## config.mk

```make
export PLATFORM = sky130hd
export DESIGN_NAME = vmicro16_apb_master
export DESIGN_NICKNAME = d
export VERILOG_FILES = /design/src/rtl/vmicro16_apb_master_pkg.sv /design/src/rtl/vmicro16_apb_decode.sv /design/src/rtl/vmicro16_apb_master.sv
export SDC_FILE = /design/constraint.sdc
export NUM_CORES = 1
export LEC_CHECK = 0
export ABC_AREA = 1
export BUFFER_PORTS_ARGS = -buffer_cell sky130_fd_sc_hd__buf_2
export CAP_MARGIN = 20
export CELL_PAD_IN_SITES_DETAIL_PLACEMENT = 1
export CELL_PAD_IN_SITES_GLOBAL_PLACEMENT = 2
export CORE_UTILIZATION = 23
export DETAILED_ROUTE_END_ITERATION = 6
export PLACE_DENSITY_LB_ADDON = 0.1
export SLEW_MARGIN = 10
export SYNTH_ARGS = -nofsm -noshare
export SYNTH_HDL_FRONTEND = slang
export SYNTH_HIERARCHICAL = 1
export SYNTH_SLANG_ARGS = --single-unit
```

## constraint.sdc

```tcl
create_clock -name clk -period 2.4 [get_ports clk]
set_input_delay 0.12 -clock clk [delete_from_list [all_inputs] [get_ports clk]]
set_output_delay 0.12 -clock clk [all_outputs]
set_load 0.005 [all_outputs]
```

## src/rtl/vmicro16_apb_master_pkg.sv

```systemverilog
// Shared widths and helpers for the vmicro16 APB initiator.
package vmicro16_apb_master_pkg;
  localparam int APB_WIDTH  = 24;
  localparam int DATA_WIDTH = 16;

  // Wait counter must hold TIMEOUT itself; a zero TIMEOUT still needs one bit.
  function automatic int cnt_width(input int timeout);
    return (timeout > 0) ? $clog2(timeout + 1) : 1;
  endfunction
endpackage

```

## src/rtl/vmicro16_apb_decode.sv

```systemverilog
// Slave-index decode: index field -> one-hot PSEL vector plus in-range flag.
module vmicro16_apb_decode #(
  parameter int SLAVES   = 8,
  parameter int SEL_BITS = 4
) (
  input  logic [SEL_BITS-1:0] idx,
  output logic [SLAVES-1:0]   sel,
  output logic                valid
);
  assign valid = int'(idx) < SLAVES;

  for (genvar i = 0; i < SLAVES; i++) begin : g_sel
    assign sel[i] = (int'(idx) == i);
  end
endmodule

```

## src/rtl/vmicro16_apb_master.sv

```systemverilog
// APB initiator: single-outstanding core request -> SETUP/ACCESS on the peripheral bus.
module vmicro16_apb_master
  import vmicro16_apb_master_pkg::*;
#(
  parameter int SLAVES    = 8,
  parameter int SEL_SHIFT = 12,
  parameter int SEL_BITS  = 4,
  parameter int TIMEOUT   = 255
) (
  input  logic                         clk,
  input  logic                         reset,
  input  logic                         M_REQ,
  input  logic                         M_WE,
  input  logic [APB_WIDTH-1:0]         M_ADDR,
  input  logic [DATA_WIDTH-1:0]        M_WDATA,
  output logic                         M_ACK,
  output logic [DATA_WIDTH-1:0]        M_RDATA,
  output logic                         M_ERR,
  output logic                         M_BUSY,
  output logic [APB_WIDTH-1:0]         M_PADDR,
  output logic                         M_PWRITE,
  output logic [SLAVES-1:0]            M_PSELx,
  output logic                         M_PENABLE,
  output logic [DATA_WIDTH-1:0]        M_PWDATA,
  input  logic [SLAVES*DATA_WIDTH-1:0] M_PRDATA,
  input  logic [SLAVES-1:0]            M_PREADY
);
  localparam int CW = cnt_width(TIMEOUT);

  localparam logic [2:0] S_IDLE   = 3'd0;
  localparam logic [2:0] S_SETUP  = 3'd1;
  localparam logic [2:0] S_ACCESS = 3'd2;
  localparam logic [2:0] S_RESP   = 3'd3;
  localparam logic [2:0] S_DERR   = 3'd4;

  logic [2:0]            state_q,   state_d;
  logic [CW-1:0]         cnt_q,     cnt_d;
  logic                  ack_q,     ack_d;
  logic [DATA_WIDTH-1:0] rdata_q,   rdata_d;
  logic                  err_q,     err_d;
  logic                  busy_q,    busy_d;
  logic [APB_WIDTH-1:0]  paddr_q,   paddr_d;
  logic                  pwrite_q,  pwrite_d;
  logic [SLAVES-1:0]     psel_q,    psel_d;
  logic                  penable_q, penable_d;
  logic [DATA_WIDTH-1:0] pwdata_q,  pwdata_d;

  logic [SLAVES-1:0]     dec_sel;
  logic                  dec_valid;
  logic                  sel_ready;
  logic [DATA_WIDTH-1:0] sel_rdata;
  logic [CW-1:0]         cnt_inc;

  vmicro16_apb_decode #(.SLAVES(SLAVES), .SEL_BITS(SEL_BITS)) u_decode (
    .idx   (M_ADDR[SEL_SHIFT +: SEL_BITS]),
    .sel   (dec_sel),
    .valid (dec_valid)
  );

  // The latched one-hot select doubles as the mux control, so only the
  // addressed slave's PREADY/PRDATA can ever reach the core.
  assign sel_ready = |(M_PREADY & psel_q);

  always_comb begin
    sel_rdata = '0;
    for (int i = 0; i < SLAVES; i++)
      if (psel_q[i]) sel_rdata = sel_rdata | M_PRDATA[i*DATA_WIDTH +: DATA_WIDTH];
  end

  assign cnt_inc = (&cnt_q) ? cnt_q : cnt_q + 1'b1;

  always_comb begin
    state_d   = state_q;
    cnt_d     = cnt_q;
    ack_d     = 1'b0;
    rdata_d   = rdata_q;
    err_d     = err_q;
    paddr_d   = paddr_q;
    pwrite_d  = pwrite_q;
    psel_d    = psel_q;
    penable_d = penable_q;
    pwdata_d  = pwdata_q;
    case (state_q)
      S_IDLE: if (M_REQ) begin
        paddr_d  = M_ADDR;
        pwrite_d = M_WE;
        pwdata_d = M_WDATA;
        if (dec_valid) begin
          psel_d    = dec_sel;
          penable_d = 1'b0;
          cnt_d     = '0;
          state_d   = S_SETUP;
        end else begin
          state_d   = S_DERR;
        end
      end
      S_SETUP: begin
        penable_d = 1'b1;
        state_d   = S_ACCESS;
      end
      S_ACCESS: begin
        if (sel_ready) begin
          rdata_d   = pwrite_q ? '0 : sel_rdata;
          err_d     = 1'b0;
          psel_d    = '0;
          penable_d = 1'b0;
          ack_d     = 1'b1;
          state_d   = S_RESP;
        end else begin
          cnt_d = cnt_inc;
          if (TIMEOUT != 0 && cnt_inc == CW'(TIMEOUT)) begin
            rdata_d   = '0;
            err_d     = 1'b1;
            psel_d    = '0;
            penable_d = 1'b0;
            ack_d     = 1'b1;
            state_d   = S_RESP;
          end
        end
      end
      // Bus-free cycle for an undecodable address; keeps its ACK two cycles after REQ.
      S_DERR: begin
        rdata_d = '0;
        err_d   = 1'b1;
        ack_d   = 1'b1;
        state_d = S_RESP;
      end
      S_RESP:  state_d = S_IDLE;
      default: state_d = S_IDLE;
    endcase
    busy_d = (state_d != S_IDLE);
  end

  always_ff @(posedge clk or negedge reset) begin
    if (!reset) begin
      state_q   <= S_IDLE;
      cnt_q     <= '0;
      ack_q     <= 1'b0;
      rdata_q   <= '0;
      err_q     <= 1'b0;
      busy_q    <= 1'b0;
      paddr_q   <= '0;
      pwrite_q  <= 1'b0;
      psel_q    <= '0;
      penable_q <= 1'b0;
      pwdata_q  <= '0;
    end else begin
      state_q   <= state_d;
      cnt_q     <= cnt_d;
      ack_q     <= ack_d;
      rdata_q   <= rdata_d;
      err_q     <= err_d;
      busy_q    <= busy_d;
      paddr_q   <= paddr_d;
      pwrite_q  <= pwrite_d;
      psel_q    <= psel_d;
      penable_q <= penable_d;
      pwdata_q  <= pwdata_d;
    end
  end

  assign M_ACK     = ack_q;
  assign M_RDATA   = rdata_q;
  assign M_ERR     = err_q;
  assign M_BUSY    = busy_q;
  assign M_PADDR   = paddr_q;
  assign M_PWRITE  = pwrite_q;
  assign M_PSELx   = psel_q;
  assign M_PENABLE = penable_q;
  assign M_PWDATA  = pwdata_q;
endmodule

```

Word level (Yosys, flattened, before mapping). Index checks and enable logic that the tools add are counted.

Bitwise gates (word level): 8. Muxes and demuxes: 38. Divide/modulo/power cells: 0. Equality and inequality tests: 15. Multipliers: 0. $add $sub $neg: 1. Shifts and indexed selects: 0. Order comparisons: 1. Reduce and logical (&&, ||, !) cells: 13.

Operators by type and width (count): 2-to-1 mux 16 bit (11); bitwise OR 16 bit (7); 2-to-1 mux 8 bit (8); case mux 16 bit (2 select lines) (1); case mux 8 bit (2 select lines) (2); equality test 4 bit (second input constant) (4); 2-to-1 mux 3 bit (4); case mux 3 bit (4 select lines) (1); AND reduction 4 bit (3); adder 8 x 1 -> 8 bit (second input constant) (1); AND 8 bit (1); equality test 4 x 3 -> 1 bit (second input constant) (2); equality test 8 bit (second input constant) (1); 2-to-1 mux 1 bit (8); AND reduction 8 bit (1); OR reduction 8 bit (1); != test 2 bit (second input constant) (3); nonzero test 3 bit (2); equality test 4 x 2 -> 1 bit (second input constant) (1); zero test 4 bit (1); < comparator 4 bit (second input constant) (1); case mux 1 bit (2 select lines) (2); AND reduction 2 bit (2); nonzero test 2 bit (2); other kinds (6) (6).

Logic and storage cells: 87. Input bits: 180. Latch bits: 0. Flip-flop bits (word level): 80. Memories kept: 0. Memory bits (writable): 0. Memory bits (read-only): 0.

Depth between registers and ports, before layout.
Word-level depth: 18. Mapped depth: 16.

Modules after synthesis. Netlist, hierarchy kept.

By module, submodules not included: vmicro16_apb_master (instances 1, cells an instance 520, area an instance 4292.9 µm²); vmicro16_apb_decode (instances 1, cells an instance 18, area an instance 72.6 µm²).

Least setup slack after synthesis. OpenSTA, ideal clock, no wires.

Path type: register to register. From: register cnt_q[1]. To: register psel_q[3], in the netlist M_PSELx[3]. Data arrival time: 1.636 ns. Cell stages (with the launch flop): 16. Required time: 2.282 ns. Setup time: 0.118 ns. Setup slack: 0.646 ns. Period minus slack after synthesis: 1.754 ns. Path through: dfrtp_1 -> ha_1 -> nand2_1 -> nor2_4 -> nand2_2 -> nand2_1 -> nand2_1 -> inv_1 -> nand2_1 -> nor2_1 -> nand2_1 -> nand2_2 -> buf_4 -> nand3_4 -> nand2_1 -> nand2_1.

Cells in the longest elaborated chain, start to end: 5. Elaborated cells on any way between the ends: 6. Those cells by class: add/sub (1); eq/ne (2); mux (1); reduce/logical (2).

Ends and longest elaborated chain: from (decl) (RTL line vmicro16_apb_master.sv:37) `logic [CW-1:0] cnt_q, cnt_d;`; from (signal assigned) (RTL line vmicro16_apb_master.sv:149) `cnt_q <= cnt_d;`; adder 8 x 1 -> 8 bit or AND reduction 8 bit (tied branches) (RTL line vmicro16_apb_master.sv:70) `assign cnt_inc = (&cnt_q) ? cnt_q : cnt_q + 1'b1;`; 2-to-1 mux 8 bit (*) (RTL line vmicro16_apb_master.sv:70); equality test 8 bit (*) (RTL line vmicro16_apb_master.sv:111) `if (TIMEOUT != 0 && cnt_inc == CW'(TIMEOUT)) begin`; != test 3 bit (no line) (*); AND reduction 4 bit (no line) (*); to (signal assigned) (RTL line vmicro16_apb_master.sv:156) `psel_q <= psel_d;`; to (decl) (RTL line vmicro16_apb_master.sv:44) `logic [SLAVES-1:0] psel_q, psel_d;`.

Every way passes the cells marked *; elsewhere a longest branch is shown, timed or not. A chain may end at the register's enable or synchronous reset.

Worst setup path in the final report.
From: register cnt_q[1]. To: register rdata_q[4], in the netlist M_RDATA[4].

Cells in the longest elaborated chain, start to end: 5. Elaborated cells on any way between the ends: 6. Those cells by class: add/sub (1); eq/ne (2); mux (1); reduce/logical (2).

Ends and longest elaborated chain: adder 8 x 1 -> 8 bit or AND reduction 8 bit (tied branches) (RTL line vmicro16_apb_master.sv:70); 2-to-1 mux 8 bit (*) (RTL line vmicro16_apb_master.sv:70); equality test 8 bit (*) (RTL line vmicro16_apb_master.sv:111); != test 3 bit (no line) (*); AND reduction 2 bit (no line) (*); to (signal assigned) (RTL line vmicro16_apb_master.sv:151) `rdata_q <= rdata_d;`; to (decl) (RTL line vmicro16_apb_master.sv:39) `logic [DATA_WIDTH-1:0] rdata_q, rdata_d;`.

Marks and branches as above.

==> results.toml <==
[yosys]
ys_types = 31
yosysTopAreaCell = "dfrtp_1"
synth_area_sq_mm = 0.00437
syn-num-nets = 719
postSynthCellCount = 538
synth_warnings = 6
synth-seq-cells = 80
synthTopCellsByArea = "dfrtp_1 46%, nand2_1 19%, mux2_2 11%, nor2_1 3.1%, nand3_1 3.0%"
syn_area_per_cell_sq_um = 8.11
seq_area_frac_synth_pct = 45.9
synth_top_area_share_pct = 45.9

[timing]
fmax_mhz = 483
setup_viol = 0
worst_slew_pin_slew_ns = 0.778
hold_viol_final = 0
finalMaxSlewViolations = 0
period_needed_ns = 2.07
skew_ns = 0.00573
worst_hold_slack_ns = 0.00976
period_share_pct = 86.2
setup_tns_ns = 0
rsz0062_at_grt = "false"
maxSlewHeadroom_pct = 48.1

[job]
cap_violations = 0

[clock_network]
post_cts_buffers = 0
cts_tree = "yes"
htreeDepth = 3
clk_pin_slew_ns = 0.06
clk-insertion-delay-late_ns = 0.35
cts-root-buf = "clkbuf_16"
clockBufferDepth = 2
numCtsBuffers = 9
cts_sinks = 80

[grt]
grt_overflow = 0
grt_pass1_vias = 5022
grt_max_degree = 55
antenna_found_initial = 0
grt_pass1_wl_mm = 28.1
grt_usage_pct = 18.7

[pwr]
power.switching_uw = 2560
pwr-share-comb_pct = 45.0
p_int_uw = 3950
cellLeakagePower_uw = 0.00333
p_sw_share_pct = 39.3
p_seq_share_pct = 32.8
vdd_drop_max_mv = 0.501
pwr-share-clk_pct = 22.3
pwr_density_cell_mw_per_mm2 = 1010

[cells_and_area]
utilization_pct = 34.7
final_common_cell = "buf_2"
area_delta_synth_final_pct = 48.0
layout_common_cells = "247 x buf_2, 217 x nand2_1, 80 x dfrtp_1, 41 x mux2_2, 36 x nor2_1"
drive_above_1_share_pct = 41.3
diodes = 0
fin_nets = 987

[floorplanning]
core_sq_mm = 0.0186
die_area_sq_mm = 0.0195
initial_utilization_pct = 23.4
die-width_um = 140
ios = 249
die_h_um = 140
rows = 50

[route]
m1WireLength_mm = 7.60
vias_per_cell = 4.51
drt-wirelength-per-cell_um = 17.2
topRoutingLayerUsed = "met4"
dr_wl_met2_mm = 9.25
drtPass1Iterations = 4
routed_wl_mm = 18.0
vias = 4718
drc_errors = 0
ant_nets = 0
drtIter0Drc = 161
routed-wl-met3_um = 931

[worst_setup_path]
crit_slowest_cell = "dfrtp_1"
worstSetupPathType = "reg -> reg"
cp-startpoint = "cnt_q[1]"
r2r_start = "cnt_q[1]"
startpoint_type = "flip-flop"
crit_top_cell = "nand2_1"
cp.required_ns = 2.68
critPathTopFamily = "simple AND/OR/NAND/NOR gates"
path_cells = "ha_2 > nand3_1 > nor2_1 > nand2_1 > nand2_1 > nand3_1 > nor2_1 > nand2_1 > nand2_4 > nand2_8 > inv_8 > nand2_1 > nand2_1"
cp.arrival_ns = 2.35
worst-path-buf-inv = 1
rr_worst_depth = 13
crit_path_max_fanout = 19
crit_path_end_kind = "flip-flop"
slowest_delay_ns = 0.42
worst-path-stages = 13

[run_status]
outcome = "finished clean"

[placed_design]
dp_hpwl_mm = 13.4
io_buffers = 248
gp_congestion = 0.814

[min_path]
min_delay_path_depth = 2
min_from = "M_WDATA[3]"
hp-class = "in -> reg"
-- synth_stat cells, drive strengths merged --
| cell type | number |
|---|---|
| nand2 | 224 |
| dfrtp | 80 |
| mux2 | 41 |
| nor2 | 39 |
| inv | 30 |
| nand3 | 27 |
| nand4 | 15 |
| a31oi | 14 |
| buf | 13 |
| clkbuf | 13 |
| o21ai | 12 |
| a22o | 11 |
| a211oi | 9 |
| a21oi | 3 |
| a221oi | 2 |
| ha | 1 |
| nor3 | 1 |
| nor3b | 1 |
| o21bai | 1 |
| xnor2 | 1 |
-- flip-flops by register name, indices dropped and copies added, names as in the netlist --
signal and count:
M_PSELx 8, M_ACK 1, M_PWDATA 16, M_ERR 1
state_q 3, M_PENABLE 1, M_RDATA 16, M_PWRITE 1
M_BUSY 1, cnt_q 8, M_PADDR 24
-- cells by family after synthesis --
| family | synth area share [%] |
|---|---|
| multiplexers | 10.6 |
| buffers and inverters | 5.45 |
| AO/OA/AOI/OAI | 8.23 |
| AND/OR/NAND/NOR | 29.4 |
| XOR/XNOR | 0.201 |
| adder cells (fa/ha/maj) | 0.287 |
| flip-flops | 45.9 |
-- power groups by stage --
stage / Clock (uW) / Combinational (uW) / Sequential, uW
6_report: 1450 / 2930 / 2130
5_1_grt: 1550 / 3220 / 2200
4_1_cts: 1490 / 2940 / 2140
3_5_place_dp: 0 / 2900 / 2160
3_3_place_gp: 0 / 2840 / 2130
2_1_floorplan: 0 / 1600 / 2180
-- metal layers --
| metal | global-route usage [%] | vias to the layer above |
|---|---|---|
| li1 | - | 2305 |
| met4 | 5.09 | 0 |
| met2 | 34.5 | 150 |
| met5 | 0 | - |
| met3 | 3.58 | 14 |
| met1 | 21.9 | 2249 |
-- worst paths after layout --
path	slack (ns)	endpoint
max	0.33	M_RDATA[4]
min	0.01	M_PWDATA[3]
max reg2reg	0.33	M_RDATA[4]
min reg2reg	0.48	M_RDATA[9]
max in group asynchronous	1.37	M_PWDATA[11]
min in group asynchronous	0.41	M_RDATA[9]
-- cell type report --
class	instances	area, sq um
clock buffers	9	225
repair buffers	283	1590
well taps	234	293
inverters	30	120
fillers	2334	12200
clock inverters	7	88.8
flip-flops and latches	80	2000
multi-input cells	402	2140
-- repair_timing --
item	in CTS	in global routing
gates resized for setup	0	5
hold buffers	23	0
hold endpoints to repair	75	0
setup endpoints to repair	0	17
-- stage by stage --
step	cells	total power [uW]	setup WS, ns	cell area, sq um
3_5_place_dp	1006	5050	0.126	5900
2_1_floorplan	538	3780	0.646	4370
5_1_grt	1045	6980	0.0218	6460
3_3_place_gp	1006	4970	0.260	5900
6_report	1045	6510	0.330	6460
4_1_cts	1045	6580	0.0884	6440
Note: power is estimated with default switching activity, not from simulation.
